===== config.mk =====
export PLATFORM = sky130hd
export DESIGN_NAME = obs_scheduler
export DESIGN_NICKNAME = d
export VERILOG_FILES = /design/src/rtl/obs_pkg.sv /design/src/rtl/obs_lfsr.sv /design/src/rtl/obs_scheduler.sv
export SDC_FILE = /design/constraint.sdc
export NUM_CORES = 1
export LEC_CHECK = 0
export CAP_MARGIN = 30
export CORE_UTILIZATION = 45
export DETAILED_ROUTE_END_ITERATION = 12
export GPL_TIMING_DRIVEN = 0
export SKIP_LAST_GASP = 1
export SYNTH_ARGS = -nofsm -noshare
export SYNTH_HDL_FRONTEND = slang
export SYNTH_SLANG_ARGS = --single-unit
export TNS_END_PERCENT = 50

===== constraint.sdc =====
create_clock -name clk -period 9.5 [get_ports clk]
set_input_delay 0.95 -clock clk [delete_from_list [all_inputs] [get_ports clk]]
set_output_delay 0.95 -clock clk [all_outputs]
set_load 0.1 [all_outputs]

===== src/rtl/obs_pkg.sv =====
// Shared definitions for the obstacle scheduler: type encoding, LFSR constants and sprite width.
package obs_pkg;

    typedef enum logic [2:0] {
        CACTUS_S = 3'd0,
        CACTUS_L = 3'd1,
        CACTUS_G = 3'd2,
        BIRD_LO  = 3'd3,
        BIRD_MID = 3'd4,
        BIRD_HI  = 3'd5
    } obs_type_e;

    localparam int NUM_TYPES = 6;

    localparam logic [15:0] LFSR_SEED = 16'hACE1;
    // Taps 16,14,13,11 expressed as bit positions of a right-shifting register.
    localparam logic [15:0] LFSR_TAPS = 16'h002D;

    localparam int SPR_W = 2;

    // Folds a 3-bit random draw onto the six legal obstacle types.
    function automatic logic [2:0] lfsr_to_type(input logic [2:0] raw);
        if (raw >= 3'(NUM_TYPES))
            return raw - 3'(NUM_TYPES);
        return raw;
    endfunction

endpackage


===== src/rtl/obs_lfsr.sv =====
// Free-running 16-bit Fibonacci LFSR; only the low byte is consumed by the scheduler.
module obs_lfsr
    import obs_pkg::*;
(
    input  logic       clk,
    input  logic       rst_n,
    output logic [7:0] value
);

    logic [15:0] state;

    always_ff @(posedge clk) begin
        if (!rst_n)
            state <= LFSR_SEED;
        else
            state <= {^(state & LFSR_TAPS), state[15:1]};
    end

    assign value = state[7:0];

endmodule


===== src/rtl/obs_scheduler.sv =====
// Obstacle slot ring: per-frame move/retire/spawn and scanline time-multiplexing onto one renderer.
// Optional speed ramp enabled by defining OBS_SCHED_RAMP_EN.
module obs_scheduler #(
    parameter int CONV      = 0,
    parameter int NUM_SLOTS = 2,
    parameter int SPAWN_X   = 300,
    parameter int SPR_W     = obs_pkg::SPR_W,
    parameter int MIN_GAP   = 40
) (
    input  logic                 clk,
    input  logic                 rst_n,
    input  logic                 i_frame_tick,
    input  logic                 i_run,
    input  logic                 i_clear,
    input  logic [2:0]           i_speed,
    input  logic [9-CONV:0]      i_hpos,
    output logic [2:0]           o_obs_type,
    output logic [9-CONV:0]      o_xpos,
    output logic                 o_obs_valid,
    output logic [NUM_SLOTS-1:0] o_active,
    output logic                 o_pass,
    output logic                 o_busy
);

    import obs_pkg::*;

    localparam int XW = 10 - CONV;
    localparam int IW = (NUM_SLOTS > 1) ? $clog2(NUM_SLOTS) : 1;
    localparam int CW = IW + 1;
    localparam int GW = 8;

    typedef enum logic [1:0] {IDLE, MOVE, SPAWN} state_t;

    state_t               state, state_d;
    logic [XW-1:0]        slot_x [NUM_SLOTS];
    logic [2:0]           slot_t [NUM_SLOTS];
    logic [NUM_SLOTS-1:0] active;
    logic [IW-1:0]        head, tail, mv_ptr;
    logic [CW-1:0]        count, mv_left;
    logic [GW-1:0]        gap;
    logic [2:0]           spd, eff_speed;
    logic [7:0]           rnd;
    logic                 mv_load, mv_step, spawn_step, retire, do_spawn;
    logic [IW-1:0]        sel, sel_d;
    logic                 sel_end, sel_end_d;

    obs_lfsr u_lfsr (
        .clk   (clk),
        .rst_n (rst_n),
        .value (rnd)
    );

`ifdef OBS_SCHED_RAMP_EN
    logic [7:0] frame_cnt;
    logic [2:0] ramp_off;

    function automatic logic [2:0] sat_speed(input logic [2:0] base, input logic [2:0] off);
        logic [3:0] sum;
        sum = {1'b0, base} + {1'b0, off};
        return (sum > 4'd7) ? 3'd7 : sum[2:0];
    endfunction

    assign eff_speed = sat_speed(i_speed, ramp_off);

    always_ff @(posedge clk) begin
        if (!rst_n || i_clear) begin
            frame_cnt <= '0;
            ramp_off  <= '0;
        end else if (mv_load) begin
            frame_cnt <= frame_cnt + 8'd1;
            if (frame_cnt == 8'hFF && ramp_off != 3'd7)
                ramp_off <= ramp_off + 3'd1;
        end
    end
`else
    assign eff_speed = i_speed;
`endif

    always_ff @(posedge clk) begin
        if (!rst_n)
            state <= IDLE;
        else
            state <= state_d;
    end

    always_comb begin
        state_d    = state;
        mv_load    = 1'b0;
        mv_step    = 1'b0;
        spawn_step = 1'b0;
        if (i_clear) begin
            state_d = IDLE;
        end else begin
            case (state)
                IDLE: begin
                    if (i_frame_tick && i_run) begin
                        state_d = MOVE;
                        mv_load = 1'b1;
                    end
                end
                MOVE: begin
                    mv_step = (mv_left != '0);
                    if (mv_left <= CW'(1))
                        state_d = SPAWN;
                end
                SPAWN: begin
                    spawn_step = 1'b1;
                    state_d    = IDLE;
                end
                default: state_d = IDLE;
            endcase
        end
    end

    assign retire   = mv_step && active[mv_ptr] && (slot_x[mv_ptr] < XW'(spd));
    assign do_spawn = spawn_step && (gap == '0) && (count < CW'(NUM_SLOTS)) && rnd[0];

    // Ring bookkeeping; retirements always come off the head because ring order is x order.
    always_ff @(posedge clk) begin
        if (!rst_n || i_clear) begin
            active  <= '0;
            head    <= '0;
            tail    <= '0;
            count   <= '0;
            gap     <= GW'(MIN_GAP);
            mv_ptr  <= '0;
            mv_left <= '0;
            spd     <= '0;
            o_pass  <= 1'b0;
        end else begin
            o_pass <= retire;
            if (mv_load) begin
                mv_ptr  <= head;
                mv_left <= count;
                spd     <= eff_speed;
            end
            if (mv_step) begin
                mv_ptr  <= mv_ptr + IW'(1);
                mv_left <= mv_left - CW'(1);
                if (retire) begin
                    active[mv_ptr] <= 1'b0;
                    head           <= head + IW'(1);
                    count          <= count - CW'(1);
                end
            end
            if (spawn_step) begin
                if (gap != '0) begin
                    gap <= gap - GW'(1);
                end else if (do_spawn) begin
                    active[tail] <= 1'b1;
                    tail         <= tail + IW'(1);
                    count        <= count + CW'(1);
                    gap          <= GW'(MIN_GAP) + GW'(rnd[7:4]);
                end
            end
        end
    end

    always_ff @(posedge clk) begin
        if (mv_step && !retire && active[mv_ptr])
            slot_x[mv_ptr] <= slot_x[mv_ptr] - XW'(spd);
        if (do_spawn) begin
            slot_x[tail] <= XW'(SPAWN_X);
            slot_t[tail] <= lfsr_to_type(rnd[3:1]);
        end
    end

    // sel_end stops the walk once the last live slot is passed, so a full ring cannot wrap back to head.
    always_comb begin
        sel_d     = sel;
        sel_end_d = sel_end;
        if (i_hpos == '0) begin
            sel_d     = head;
            sel_end_d = 1'b0;
        end else if (!sel_end && active[sel] &&
                     ({1'b0, i_hpos} >= ({1'b0, slot_x[sel]} + (XW+1)'(SPR_W)))) begin
            sel_d     = sel + IW'(1);
            sel_end_d = ((sel + IW'(1)) == tail);
        end
    end

    always_ff @(posedge clk) begin
        if (!rst_n) begin
            sel         <= '0;
            sel_end     <= 1'b0;
            o_xpos      <= '0;
            o_obs_type  <= '0;
            o_obs_valid <= 1'b0;
        end else if (state == IDLE) begin
            sel         <= sel_d;
            sel_end     <= sel_end_d;
            o_xpos      <= slot_x[sel_d];
            o_obs_type  <= slot_t[sel_d];
            o_obs_valid <= active[sel_d] && !sel_end_d;
        end
    end

    assign o_busy   = (state != IDLE);
    assign o_active = active;

endmodule


==> flow_metrics.tcl <==
set metrics [dict create \
    first_pass_iters 5 \
    finalNetCount 581 \
    crit_type "flop to flop" \
    grtUsageMet1_pct 30.3 \
    tritoncts "built" \
    layout.cells.most_common "dfxtp_1" \
    buffer_ports.inserted 35 \
    worst_slew_margin_rel_pct 34.9 \
    worstSetupStartpointType "flop" \
    cts_resized 0 \
    synthesis.area_um2 4770 \
    cts_buffers 9 \
    slew_violations 0 \
    height_of_the_chip_um 105 \
    area_growth_pct 14.9 \
    io_pins 36 \
    clk_pin_slew_ps 100 \
    synth_cells 497 \
    fmax_ghz 0.253 \
    bufs_on_longest_clock_path 2 \
    globalRouteOverflowTotal 0 \
    critical_path.endpoint_type "flop" \
    synth-seq-area-share_pct 40.3 \
    mean_number_of_vias_per_cell 5.59 \
    rsz0062_at_grt "false" \
    post_cts_hold_buffer_count 0 \
    synth_async_sr_flop_share_pct 0 \
    timing.reg2reg.worst_path_depth 18 \
    met2_usage_pct 33.7 \
    r2r_end "o_xpos[1]" \
    drt-initial-drc-count 200 \
    ctsRootBufferMaster "clkbuf_8" \
    hold_violations 0 \
    netlist.top_cell.by_area "dfxtp_1" \
    syn-num-nets 535 \
    worstPathRequired_ps 9710 \
    global_route_layer_with_the_greatest_usage "met2" \
    groute.usage.overall_pct 21.4 \
    detailed_place_hpwl_mm 8.14 \
    routabilityCongestion 0.867 \
    cellLeakagePower_nw 1.94 \
    dieArea_um2 11000 \
    die_width_um 105 \
    final_cell_count_no_fill 684 \
    final.setup.tns_ps 0 \
    crit_chain "buf_6, clkbuf_1, mux2_2, ha_1, nand2_1, a21oi_1, nand2_1, xnor2_1, ha_1, o21a_1, nor2_1, a2111oi_4, o21a_2, buf_6, buf_8, nor2_2, a221oi_2, a21oi_1" \
    clock_tree.htree_level_count 3 \
    finClkSkew_ps 14.3 \
    n_antenna_cell 0 \
    dpl_cell_area_um2 5290 \
    hold_path_end "u_lfsr.state[11]" \
    synth.yosys.warnings 0 \
    worstSkewPairLatency_ps 370 \
    average_cell_area_after_synthesis_um2 9.59 \
    drt_drc_violations_left 0 \
    first_global_vias 3670 \
    tightest_slew_ps 973 \
    clkSinkCount 83 \
    maxCapViolations 0 \
    ir_worst_vdd_mv 0.0655 \
    run_status "finished, final reports clean" \
    start_util_pct 46.4 \
    routed_wl_mm 11.1 \
    hold-path-cell-count 1 \
    cpMaxStageDelayCell "clkbuf_1" \
    synth.lib_cells_used.distinct 58 \
    critical_path.max_fanout 10 \
    design.core.area_um2 10300 \
    synth.top_cells.by_area "dfxtp_1, edfxtp_1, mux2i_1" \
    postSynth.topFlopCell "dfxtp_1" \
    report.final.setup_viol 0 \
    postSynthRegisterBits 83 \
    hold_path_class "flop to flop" \
    placedCellCount 668 \
    row_count 37 \
    drive_above_1_share_pct 12.4 \
    period_share_pct 41.6 \
    post_cts_setup_repair_buffer_count 0 \
    synth_edf_count 26 \
    drt.antenna.violating_nets 0 \
    worst-r2r-setup-slack_ps 5550 \
    hold_path_startpoint "u_lfsr.state[12]" \
    routed-via-count 3825 \
    p_per_area_nw_per_um2 125 \
    wire_per_inst_um 16.2 \
    antenna_found_initial 0 \
    mostFrequentLayoutCells "dfxtp_1, nor2_1, mux2i_1" \
    grt_max_degree 18 \
    critical_path_arrival_ps 4160 \
    yosysTopAreaCellShare_pct 23.9 \
    finalInstanceArea_um2 5480 \
    globalRouteMet3Util_pct 3.74 \
    cp_slowest_stage_delay_ps 500 \
    grt_first_pass_wirelength_mm 18.5 \
    period_minus_slack_ps 3950 \
]
==> metal layers <==
layer	vias up	wire length [um]
met2	104	5030
li1	1879	-
met5	-	0
met4	0	130
met1	1829	5380
met3	13	538
==> state kept, by name (all words and copies together), names as in the netlist, named ones only <==
name and count:
slot_x 20, mv_left 2, u_lfsr.state 16, sel 1, count 2, o_obs_type 3
gap 8, o_pass 1, state 2, spd 3, slot_t 6, mv_ptr 1
sel_end 1, tail 1, o_obs_valid 1, o_xpos 10, head 1, o_active 2
==> logic make-up after synthesis <==
logic type | Yosys count | share of synthesized area (%)
flip-flops | 83 | 40.3
AO/OA/AOI/OAI | 98 | 15.6
XOR/XNOR | 25 | 4.59
AND/OR/NAND/NOR | 169 | 18.1
buffers and inverters | 53 | 5.51
multiplexers | 49 | 10.5
adder cells (fa/ha/maj) | 20 | 5.41
==> power by group <==
group / internal (W) / switching [W]
Combinational: 0.0000207 / 0.0000374
Clock: 0.000102 / 0.000148
Sequential: 0.000371 / 0.00000361
==> critical path: cells and delay by family, from the launching register on <==
family / cells / cell delay (ps)
AOI/OAI and AO/OA: 6 / 1240
xor gates and xnor gates: 1 / 150
adders and majority gates: 2 / 480
buffers and inverters: 4 / 970
DFF: 1 / 390
muxes: 1 / 300
and+or+nand+nor: 4 / 290
==> cell type report <==
class	instances	area, um2
clock inverters	7	66.3
clock buffers	9	124
flip-flops and latches	83	1920
multi-input cells	361	2580
repair buffers	35	350
plain buffers	34	191
well taps	136	170
fillers	975	4800
inverters	19	71.3
==> synth_stat cells, types with 14 or more instances <==
cell type   n
dfxtp_1    57
nor2_1     45
mux2i_1    42
nand2_1    36
a21oi_1    32
edfxtp_1   26
ha_1       19
inv_1      18
o21ai_0    18
nand2b_1   16
clkbuf_1   15
nor3_1     14
==> worst max-delay path by stage <==
stage	endpoint	slack [ps]	depth (start not counted)
2_1_floorplan	o_xpos[7]	6200	18
3_3_place_gp	o_xpos[8]	5630	18
3_5_place_dp	o_xpos[1]	5610	18
4_1_cts	o_xpos[1]	5600	18
5_1_grt	o_xpos[1]	5310	18
6_report	o_xpos[1]	5550	18
==> stage by stage <==
step | setup WS [ps] | utilization [%] | hold slack (ps) | total power (W)
3_3_place_gp | 5630 | 51.4 | 391 | 0.000440
6_report | 5550 | 53.3 | 420 | 0.000683
5_1_grt | 5310 | 53.3 | 434 | 0.000710
2_1_floorplan | 6200 | - | 386 | 0.000421
3_5_place_dp | 5610 | 51.4 | 392 | 0.000441
4_1_cts | 5600 | 53.3 | 424 | 0.000689
(Power assumes the default switching activity.)
